===== src/rtl/npu_arith_pkg.sv =====
// Shared arithmetic types and helpers for the NPU datapath adders.
// Saturation bounds come back as 64-bit two's complement; callers slice them to width.
package npu_arith_pkg;

  typedef enum logic [1:0] {
    OP_ADD  = 2'b00,
    OP_SUB  = 2'b01,
    OP_ACC  = 2'b10,
    OP_LOAD = 2'b11
  } op_mode_e;

  function automatic logic [63:0] sat_max(input int w);
    return (64'd1 << (w - 1)) - 64'd1;
  endfunction

  function automatic logic [63:0] sat_min(input int w);
    return ~sat_max(w);
  endfunction

endpackage


===== src/rtl/cla_group_n.sv =====
// One GRP_W-bit carry-lookahead group: local sum, group generate/propagate,
// and the carry into its MSB so the top can detect signed overflow.
module cla_group_n #(
  parameter int GRP_W = 4
) (
  input  logic [GRP_W-1:0] a_i,
  input  logic [GRP_W-1:0] b_i,
  input  logic             cin_i,
  output logic [GRP_W-1:0] sum_o,
  output logic             gg_o,
  output logic             pg_o,
  output logic             c_msb_o
);

  logic [GRP_W-1:0] gen;
  logic [GRP_W-1:0] prop;
  logic [GRP_W-1:0] carry;
  logic             chain;
  logic             term;

  assign gen  = a_i & b_i;
  assign prop = a_i ^ b_i;

  // Every bit carry is a flat sum of products of g/p and cin, no ripple.
  always_comb begin
    carry = '0;
    chain = 1'b0;
    term  = 1'b0;
    for (int i = 0; i < GRP_W; i++) begin
      chain = cin_i;
      for (int j = 0; j < i; j++) chain = chain & prop[j];
      for (int j = 0; j < i; j++) begin
        term = gen[j];
        for (int k = j + 1; k < i; k++) term = term & prop[k];
        chain = chain | term;
      end
      carry[i] = chain;
    end
  end

  always_comb begin
    gg_o = 1'b0;
    for (int j = 0; j < GRP_W; j++) begin
      logic t;
      t = gen[j];
      for (int k = j + 1; k < GRP_W; k++) t = t & prop[k];
      gg_o = gg_o | t;
    end
  end

  assign pg_o    = &prop;
  assign sum_o   = prop ^ carry;
  assign c_msb_o = carry[GRP_W-1];

endmodule


===== src/rtl/cla_accum_pipe.sv =====
// Two-stage pipelined CLA adder/accumulator: operand register stage, then a
// single-level group lookahead with saturating accumulate and a held output register.
module cla_accum_pipe
  import npu_arith_pkg::*;
#(
  parameter int IN_W   = 19,
  parameter int ACC_W  = 24,
  parameter int GRP_W  = 4,
  parameter int SAT_EN = 1
) (
  input  logic              clk_i,
  input  logic              rst_i,
  input  logic              in_valid_i,
  output logic              in_ready_o,
  input  logic [1:0]        mode_i,
  input  logic [IN_W-1:0]   a_i,
  input  logic [IN_W-1:0]   b_i,
  input  logic              last_i,
  output logic              out_valid_o,
  input  logic              out_ready_i,
  output logic [ACC_W-1:0]  sum_o,
  output logic              overflow_o
);

  localparam int N_GRP = ACC_W / GRP_W;
  localparam int EXT_W = ACC_W - IN_W;
  localparam logic [63:0]      SAT_MAX64 = sat_max(ACC_W);
  localparam logic [63:0]      SAT_MIN64 = sat_min(ACC_W);
  localparam logic [ACC_W-1:0] SAT_MAX   = SAT_MAX64[ACC_W-1:0];
  localparam logic [ACC_W-1:0] SAT_MIN   = SAT_MIN64[ACC_W-1:0];

  logic             stall;
  op_mode_e         mode_in;
  logic [ACC_W-1:0] a_ext, b_ext, s1_b_d;

  logic             s1_valid_q, s1_last_q;
  op_mode_e         s1_mode_q;
  logic [ACC_W-1:0] s1_a_q, s1_b_q;

  logic [ACC_W-1:0] acc_q, acc_d, sum_q, sum_d;
  logic             ovf_acc_q, ovf_acc_d, out_valid_q, out_valid_d, ovf_q, ovf_d;

  logic [ACC_W-1:0] cla_x, cla_y, raw_sum, result;
  logic             cla_cin, c_msb, beat_ovf, is_accum, emit, advance;
  logic [N_GRP-1:0] grp_g, grp_p;
  logic [N_GRP:0]   grp_c;
  logic             la_chain, la_term;

  assign stall      = out_valid_q & ~out_ready_i;
  assign in_ready_o = ~stall;
  assign mode_in    = op_mode_e'(mode_i);
  assign a_ext      = {{EXT_W{a_i[IN_W-1]}}, a_i};
  assign b_ext      = {{EXT_W{b_i[IN_W-1]}}, b_i};
  assign s1_b_d     = (mode_in == OP_SUB) ? ~b_ext : b_ext;

  always_ff @(posedge clk_i) begin
    if (rst_i) begin
      s1_valid_q <= 1'b0;
      s1_last_q  <= 1'b0;
      s1_mode_q  <= OP_ADD;
      s1_a_q     <= '0;
      s1_b_q     <= '0;
    end else if (!stall) begin
      s1_valid_q <= in_valid_i;
      s1_last_q  <= last_i;
      s1_mode_q  <= mode_in;
      s1_a_q     <= a_ext;
      s1_b_q     <= s1_b_d;
    end
  end

  always_comb begin
    cla_x   = s1_a_q;
    cla_y   = s1_b_q;
    cla_cin = (s1_mode_q == OP_SUB);
    if (s1_mode_q == OP_ACC) begin
      cla_x = acc_q;
      cla_y = s1_a_q;
    end
  end

  // Group carries come straight from cin and all lower G/P terms in parallel.
  always_comb begin
    grp_c    = '0;
    la_chain = 1'b0;
    la_term  = 1'b0;
    grp_c[0] = cla_cin;
    for (int g = 1; g <= N_GRP; g++) begin
      la_chain = cla_cin;
      for (int j = 0; j < g; j++) la_chain = la_chain & grp_p[j];
      for (int j = 0; j < g; j++) begin
        la_term = grp_g[j];
        for (int k = j + 1; k < g; k++) la_term = la_term & grp_p[k];
        la_chain = la_chain | la_term;
      end
      grp_c[g] = la_chain;
    end
  end

  for (genvar gi = 0; gi < N_GRP; gi++) begin : g_grp
    logic grp_cmsb;
    cla_group_n #(.GRP_W(GRP_W)) u_grp (
      .a_i    (cla_x[gi*GRP_W +: GRP_W]),
      .b_i    (cla_y[gi*GRP_W +: GRP_W]),
      .cin_i  (grp_c[gi]),
      .sum_o  (raw_sum[gi*GRP_W +: GRP_W]),
      .gg_o   (grp_g[gi]),
      .pg_o   (grp_p[gi]),
      .c_msb_o(grp_cmsb)
    );
    if (gi == N_GRP - 1) begin : g_top
      assign c_msb = grp_cmsb;
    end else begin : g_low
      logic unused_cmsb;
      assign unused_cmsb = grp_cmsb;
    end
  end

  assign is_accum = (s1_mode_q == OP_ACC) || (s1_mode_q == OP_LOAD);
  assign beat_ovf = (s1_mode_q == OP_ACC) & (c_msb ^ grp_c[N_GRP]);
  assign emit     = s1_valid_q & (~is_accum | s1_last_q);
  assign advance  = s1_valid_q & ~stall;

  // Clamp direction follows A: overflow needs acc and A to share a sign.
  always_comb begin
    result = raw_sum;
    if (s1_mode_q == OP_LOAD) result = s1_a_q;
    else if (beat_ovf && (SAT_EN != 0)) result = s1_a_q[ACC_W-1] ? SAT_MIN : SAT_MAX;
  end

  always_comb begin
    acc_d       = acc_q;
    ovf_acc_d   = ovf_acc_q;
    out_valid_d = out_valid_q & ~out_ready_i;
    sum_d       = sum_q;
    ovf_d       = ovf_q;
    if (advance && is_accum) begin
      if (s1_last_q) begin
        acc_d     = '0;
        ovf_acc_d = 1'b0;
      end else begin
        acc_d     = result;
        ovf_acc_d = ovf_acc_q | beat_ovf;
      end
    end
    if (advance && emit) begin
      out_valid_d = 1'b1;
      sum_d       = result;
      ovf_d       = is_accum & (ovf_acc_q | beat_ovf);
    end
  end

  always_ff @(posedge clk_i) begin
    if (rst_i) begin
      acc_q       <= '0;
      ovf_acc_q   <= 1'b0;
      out_valid_q <= 1'b0;
      sum_q       <= '0;
      ovf_q       <= 1'b0;
    end else begin
      acc_q       <= acc_d;
      ovf_acc_q   <= ovf_acc_d;
      out_valid_q <= out_valid_d;
      sum_q       <= sum_d;
      ovf_q       <= ovf_d;
    end
  end

  assign out_valid_o = out_valid_q;
  assign sum_o       = sum_q;
  assign overflow_o  = ovf_q;

endmodule


===== config.mk =====
export PLATFORM = sky130hd
export DESIGN_NAME = cla_accum_pipe
export DESIGN_NICKNAME = d
export VERILOG_FILES = /design/src/rtl/npu_arith_pkg.sv /design/src/rtl/cla_group_n.sv /design/src/rtl/cla_accum_pipe.sv
export SDC_FILE = /design/constraint.sdc
export NUM_CORES = 1
export LEC_CHECK = 0
export BUFFER_PORTS_ARGS = -buffer_cell sky130_fd_sc_hd__buf_2
export CAP_MARGIN = 20
export CORE_UTILIZATION = 55
export CTS_CLUSTER_SIZE = 28
export DETAILED_ROUTE_END_ITERATION = 8
export PLACE_DENSITY = 0.86
export REMOVE_ABC_BUFFERS = 1
export SLEW_MARGIN = 40
export SYNTH_ARGS = -nofsm -noshare
export SYNTH_HDL_FRONTEND = slang
export SYNTH_HIERARCHICAL = 1
export SYNTH_SLANG_ARGS = --single-unit

===== constraint.sdc =====
create_clock -name clk_i -period 6.1 [get_ports clk_i]
set_input_delay 0 -clock clk_i [delete_from_list [all_inputs] [get_ports clk_i]]
set_output_delay 0 -clock clk_i [all_outputs]
set_load 0.02 [all_outputs]

# After elaboration in Yosys (flattened, before gate mapping)
# Cells that the tools add are included.
[totals] regBits=98 wordCells=212
[classes] n_eq_ne=4 n_mux=9 bitwise=180 reduce_logical=9
[op_table] operator="$mux 24" count=7
[op_table] operator="$and 1x1->1" count=80
[op_table] operator="$or 1x1->1" count=77
[op_table] operator="$xor 4x4->4" count=12
[op_table] operator="$and 4x4->4" count=6
[op_table] operator="$not 24->24" count=1
[op_table] operator="$reduce_and 4->1" count=6
[op_table] operator="$eq 2x1->1 const B" count=2
[op_table] operator="$eq 2x2->1 const B" count=2
[op_table] operator="$not 1->1" count=3
[op_table] operator="$logic_and 1x1->1" count=2
[op_table] operator="$mux 1" count=2
[op_table] operator="$logic_or 1x1->1" count=1
[op_table] operator="$xor 1x1->1" count=1

# Depth between registers and ports, before layout
[depth] ltp_word=29 mapped_depth=23 depth_no_buf=19

# Hierarchy
# The synthesis kept the hierarchy.
[by_module_without_submodules] mod="cla_accum_pipe" n_inst=1 cells_per_inst=563 area_per_inst_um2=4713.3 seq_area_each_um2=1861.8
[by_module_without_submodules] mod="cla_group_n" n_inst=6 cells_per_inst=23 area_per_inst_um2=177.7 seq_area_each_um2=0.0

# Worst setup path after synthesis
# No wires, ideal clock.
[synth_path] path_kind="flip-flop to flip-flop" startpoint="register s1_mode_q[1]" endpoint="register acc_q[16]" arrival_time_ns=4.676 path_slack_ns=1.286 stages_incl_launch_ff=24 n_path_buf=4 path_cell_list="dfxtp_1 buf_2 nor2b_1 buf_1 buf_2 mux2_2 ha_1 a21oi_2 o21ai_0 a21oi_1 nand2_1 a21o_1 a21o_1 a21o_1 ha_1 o211ai_1 nand2_1 nand2b_1 nor2_1 a21o_1 clkbuf_1 or3_1 o21ai_0 o221ai_1"
[synth_between] word_cells_on_any_way=127 classes_between="3 x eq/ne; 5 x mux; 111 x bitwise; 8 x reduce/logical"
[synth_rtl] item="start: declaration" line="cla_accum_pipe.sv:37" source="op_mode_e s1_mode_q;"
[synth_rtl] item="start signal: assignment" line="cla_accum_pipe.sv:66" source="s1_mode_q <= mode_in;"
[synth_rtl] item="$eq 2x2->1 *" line="cla_accum_pipe.sv:76" source="if (s1_mode_q == OP_ACC) begin"
[synth_rtl] item="$mux 24 *" line="cla_accum_pipe.sv:76"
[synth_rtl] item="named net cla_x[1]" line="cla_accum_pipe.sv:43" source="logic [ACC_W-1:0] cla_x, cla_y, raw_sum, result;"
[synth_rtl] item="$xor 4x4->4" line="cla_group_n.sv:22" source="assign prop = a_i ^ b_i;"
[synth_rtl] item="$and 1x1->1 (3 in a row)" line="cla_group_n.sv:46" source="for (int k = j + 1; k < GRP_W; k++) t = t & prop[k];"
[synth_rtl] item="$or 1x1->1 * (3 in a row)" line="cla_group_n.sv:47" source="gg_o = gg_o | t;"
[synth_rtl] item="named net grp_g[0]" line="cla_accum_pipe.sv:45" source="logic [N_GRP-1:0] grp_g, grp_p;"
[synth_rtl] item="$and 1x1->1 * (3 in a row)" line="cla_accum_pipe.sv:93" source="for (int k = j + 1; k < g; k++) la_term = la_term & grp_p[k];"
[synth_rtl] item="$or 1x1->1 * (4 in a row)" line="cla_accum_pipe.sv:94" source="la_chain = la_chain | la_term;"
[synth_rtl] item="named net grp_c[4]" line="cla_accum_pipe.sv:46" source="logic [N_GRP:0] grp_c;"
[synth_rtl] item="$xor 4x4->4 *" line="cla_group_n.sv:52" source="assign sum_o = prop ^ carry;"
[synth_rtl] item="$mux 24 *" line="cla_accum_pipe.sv:128" source="else if (beat_ovf && (SAT_EN != 0)) result = s1_a_q[ACC_W-1] ? SAT_MIN : SAT_MAX;"
[synth_rtl] item="$mux 24 *" line="cla_accum_pipe.sv:127" source="if (s1_mode_q == OP_LOAD) result = s1_a_q;"
[synth_rtl] item="$mux 24 *" line="cla_accum_pipe.sv:138" source="if (s1_last_q) begin"
[synth_rtl] item="end signal: assignment" line="cla_accum_pipe.sv:155" source="acc_q <= '0;"
[synth_rtl] item="end signal: assignment" line="cla_accum_pipe.sv:161" source="acc_q <= acc_d;"
[synth_rtl] item="end: declaration" line="cla_accum_pipe.sv:40" source="logic [ACC_W-1:0] acc_q, acc_d, sum_q, sum_d;"
# The timed path passes the listed nets; every way through them passes the cells marked *.
# A chain may end at the register's enable or synchronous reset.

# Final worst setup path
[layout_path] startpoint="register s1_mode_q[1]" endpoint="register acc_q[9]"
[layout_between] word_cells_on_any_way=127 classes_between="3 x eq/ne; 5 x mux; 111 x bitwise; 8 x reduce/logical"
[layout_rtl] item="$eq 2x2->1 *" line="cla_accum_pipe.sv:76"
[layout_rtl] item="$mux 24 *" line="cla_accum_pipe.sv:76"
[layout_rtl] item="named net cla_x[1]" line="cla_accum_pipe.sv:43"
[layout_rtl] item="$xor 4x4->4" line="cla_group_n.sv:22"
[layout_rtl] item="$and 1x1->1 (3 in a row)" line="cla_group_n.sv:46"
[layout_rtl] item="$or 1x1->1 * (3 in a row)" line="cla_group_n.sv:47"
[layout_rtl] item="named net grp_g[0]" line="cla_accum_pipe.sv:45"
[layout_rtl] item="$and 1x1->1 *" line="cla_accum_pipe.sv:93"
[layout_rtl] item="$or 1x1->1 * (2 in a row)" line="cla_accum_pipe.sv:94"
[layout_rtl] item="named net grp_c[2]" line="cla_accum_pipe.sv:46"
[layout_rtl] item="$and 1x1->1 *" line="cla_group_n.sv:31" source="for (int j = 0; j < i; j++) chain = chain & prop[j];"
[layout_rtl] item="$or 1x1->1 *" line="cla_group_n.sv:35" source="chain = chain | term;"
[layout_rtl] item="$xor 4x4->4 *" line="cla_group_n.sv:52"
[layout_rtl] item="$mux 24 *" line="cla_accum_pipe.sv:128"
[layout_rtl] item="$mux 24 *" line="cla_accum_pipe.sv:127"
[layout_rtl] item="$mux 24 *" line="cla_accum_pipe.sv:138"
# Marked as above.

==> impl_metrics.toml <==
[status]
outcome = "complete, no violations"

[drt]
wl_met1_um = 6440
drt-vias-per-instance = 5.98
route.top_layer_used = "met4"
drt_first_pass_iters = 6
vias = 5552
wirelength_um = 15200
wl_met2_um = 7420
drc = 0
ant_nets = 0
drt_iter0_markers = 369
wire_per_inst_um = 16.4
route.met3.wl_um = 943

[finish]
nets = 870
num-fill-cells = 889
drive_above_1_share_pct = 19.8
utilization_pct = 66.1
seqCellArea_um2 = 1860
antenna_cells = 0
syn_to_final_growth_pct = 17.6
fin_area_um2 = 6800
multi_input_area_um2 = 3630
fin_cells = 929

[placement]
gp_congestion = 0.901
portBuffers = 71
dp_hpwl_um = 9780
dp_cells = 872
dpl-instance-area_um2 = 6190

[yosys]
synth_cell_types = 49
netlist_area_um2 = 5780
yosys_warnings = 6
ys_seq_elements = 93
syn_inst = 701
yosysSeqAreaShare_pct = 32.2
syn_area_per_cell_um2 = 8.24

[timing]
post-route-period-util_pct = 85.4
final.min_clock_period_ns = 5.21
setup_viol = 0
tightest_slew_ns = 0.798
clock_skew_ns = 0.00920
hold_viol_final = 0
fin_hold_ws_ns = 0.171
fin_tns_setup_ns = 0
rsz0062_at_grt = "no"
maxSlewViolCount = 0
max_freq_mhz = 192
relSlewSlack_pct = 46.7

[floorplan]
initial_utilization_pct = 56.2
std_cell_rows = 37
pin_count = 72
die_w_um = 105
die_h_um = 105
coreArea_um2 = 10300
dieArea_um2 = 10900

[critical_path]
path_cells = "nor2b_4 -> mux2_2 -> ha_1 -> a21oi_2 -> o21ai_0 -> a21oi_1 -> nand2_1 -> a21o_1 -> a21o_1 -> a21o_1 -> ha_1 -> o211ai_1 -> nand2_1 -> nand2b_1 -> nor2_1 -> a21oi_1 -> a21o_2 -> nand2_4 -> o221ai_1"
critical_path_required_ns = 6.38
critPathLaunch = "s1_mode_q[1]"
slowest_delay_ns = 0.52
critPathMostFrequentCell = "a21o_1"
cp.arrival_ns = 5.49
critical_path_class = "reg -> reg"
crit_path_max_fanout = 21
ff2ff_setup_slack_ns = 0.89
cpMaxStageDelayCell = "a21o_2"
reg2regPathDepth = 19
cp_top_family = "compound AO/OA/AOI/OAI gates"
timing.rr.end = "acc_q[9]"
crit_path_start_kind = "flip-flop"
critical_path_buf_inv_count = 0
crit_path_end_kind = "flip-flop"
r2r_start = "s1_mode_q[1]"
crit_path_end = "acc_q[9]"
critical_path_depth = 19

[clock_tree]
cts_tree = "done"
cts.clk_slew.worst_paths_ns = 0.09
hold_buffers = 42
cts_buffers = 9
cts_setup_buffers = 0
cts-root-buf = "clkbuf_8"
cts_htree_levels = 3
ctsResizeCount = 0
clock-sinks = 93
clkLatencyLatePin_ns = 0.37
cts.path.max_buffers = 2

[power_and_ir_drop]
leakage_nw = 3.00
p_per_area_nw_per_um2 = 225
irDropWorstVdd_uv = 130

[run]
drv_cap = 0

[global_routing]
grt_use_total_pct = 28.1
grt_pass1_vias = 5313
antenna_found_initial = 0
grt_max_degree = 64
gr-total-overflow = 0
grt_pass1_wl_um = 25000

[min_path]
hold_class = "in -> reg"
report_power, final:
group,switching (mW),internal (mW),total [mW]
combinational,0.258,0.196,0.454
sequential,0.0296,0.645,0.675
clock,0.217,0.187,0.404
total,0.504,1.03,1.53
cells by family after synthesis:
family          share of synthesized area (%)
fa+ha+maj                                8.57
xor+xnor                                 5.61
mux                                      7.21
buf+inv                                  5.37
simple gates                             15.3
flops                                    32.2
compound gates                           25.7
Yosys cell counts (all sizes together):
library cell	n	share of area, %
nand2	114	7.6
dfxtp	93	32
a21oi	76	7.2
nor2	54	3.6
o21ai	50	4.3
mux2	37	7.2
o221ai	36	5.5
xnor2	31	4.7
ha	30	6.5
inv	26	1.7
buf	25	2.3
clkbuf	22	1.4
a211oi	21	2.7
or3	19	2.1
a21o	12	1.6
o211ai	7	1.0
a21boi	6	0.78
fa	6	2.1
xor2	6	0.91
a22oi	5	0.65
nor2b	5	0.54
and3	3	0.32
nand2b	3	0.32
a211o	1	0.30
a21bo	1	0.17
a31o	1	0.15
a31oi	1	0.11
nand3	1	0.087
nand4b	1	0.26
nor3b	1	0.13
nor4b	1	0.41
o21a	1	0.13
o21ba	1	0.17
o21bai	1	0.13
o31ai	1	0.13
o32a	1	0.19
o32ai	1	0.48
final cells by class:
| class | count | area share (%) |
|---|---|---|
| multi-input combinational | 535 | 53.4 |
| sequential | 93 | 27.4 |
| timing repair buffer | 124 | 12.6 |
| tap | 136 | 2.50 |
| clock buffer | 11 | 1.93 |
| inverter | 26 | 1.44 |
| clock inverter | 4 | 0.736 |
cells in the final DEF (no fill, tap or decap), drive strengths merged, types with 2 or more instances in the layout:
cell         count
a22oi            5
mux2            37
clkbuf          11
o21ai           50
xor2             6
or3             19
buf             82
xnor2           31
and3             3
nor2b            5
dlygate4sd3     42
o221ai          36
inv             26
a21oi           76
dfxtp           93
clkinvlp         2
nand2          114
ha              30
a21o            12
fa               6
o211ai           7
a21boi           6
nor2            54
a211oi          21
nand2b           3
worst min path at each step:
stage | end | from | slack, ns | cells past startpoint
after floorplan | out_valid_o | rst_i | 0.07 | 1
after global routing | s1_a_q[18] | out_ready_i | 0.20 | 5
after CTS | s1_valid_q | out_ready_i | 0.17 | 5
after detailed placement | s1_a_q[18] | a_i[18] | 0.25 | 3
after global placement | s1_last_q | last_i | 0.25 | 3
final | s1_valid_q | out_ready_i | 0.17 | 5
metal layers:
metal | vias to the layer above | global-route usage [%]
met5 | - | 0
met4 | 0 | 12.7
met3 | 37 | 3.01
met2 | 224 | 47.8
met1 | 2634 | 35.6
li1 | 2657 | -
metrics by stage:
stage | power, mW | setup slack (ns)
6_report | 1.53 | 0.891
5_1_grt | 1.61 | 0.496
4_1_cts | 1.53 | 0.984
3_5_place_dp | 1.11 | 1.01
3_3_place_gp | 1.09 | 1.30
2_1_floorplan | 0.991 | -0.438
state kept, by name (all words and copies together) (netlist names):
| name | count |
|---|---|
| acc_q | 24 |
| s1_mode_q | 2 |
| s1_b_q | 19 |
| ovf_acc_q | 1 |
| s1_a_q | 19 |
| out_valid_o | 1 |
| sum_o | 24 |
| overflow_o | 1 |
| s1_last_q | 1 |
| s1_valid_q | 1 |
worst reg2reg max path: cells and delay by family (launching register included):
kind / cells / cell delay [ns]
AOI/OAI and AO/OA: 10 / 2.36
adders and majority gates: 2 / 0.59
DFF: 1 / 0.35
muxes: 1 / 0.41
and+or+nand+nor: 6 / 1.43
Note: power is estimated with default switching activity, not from simulation.
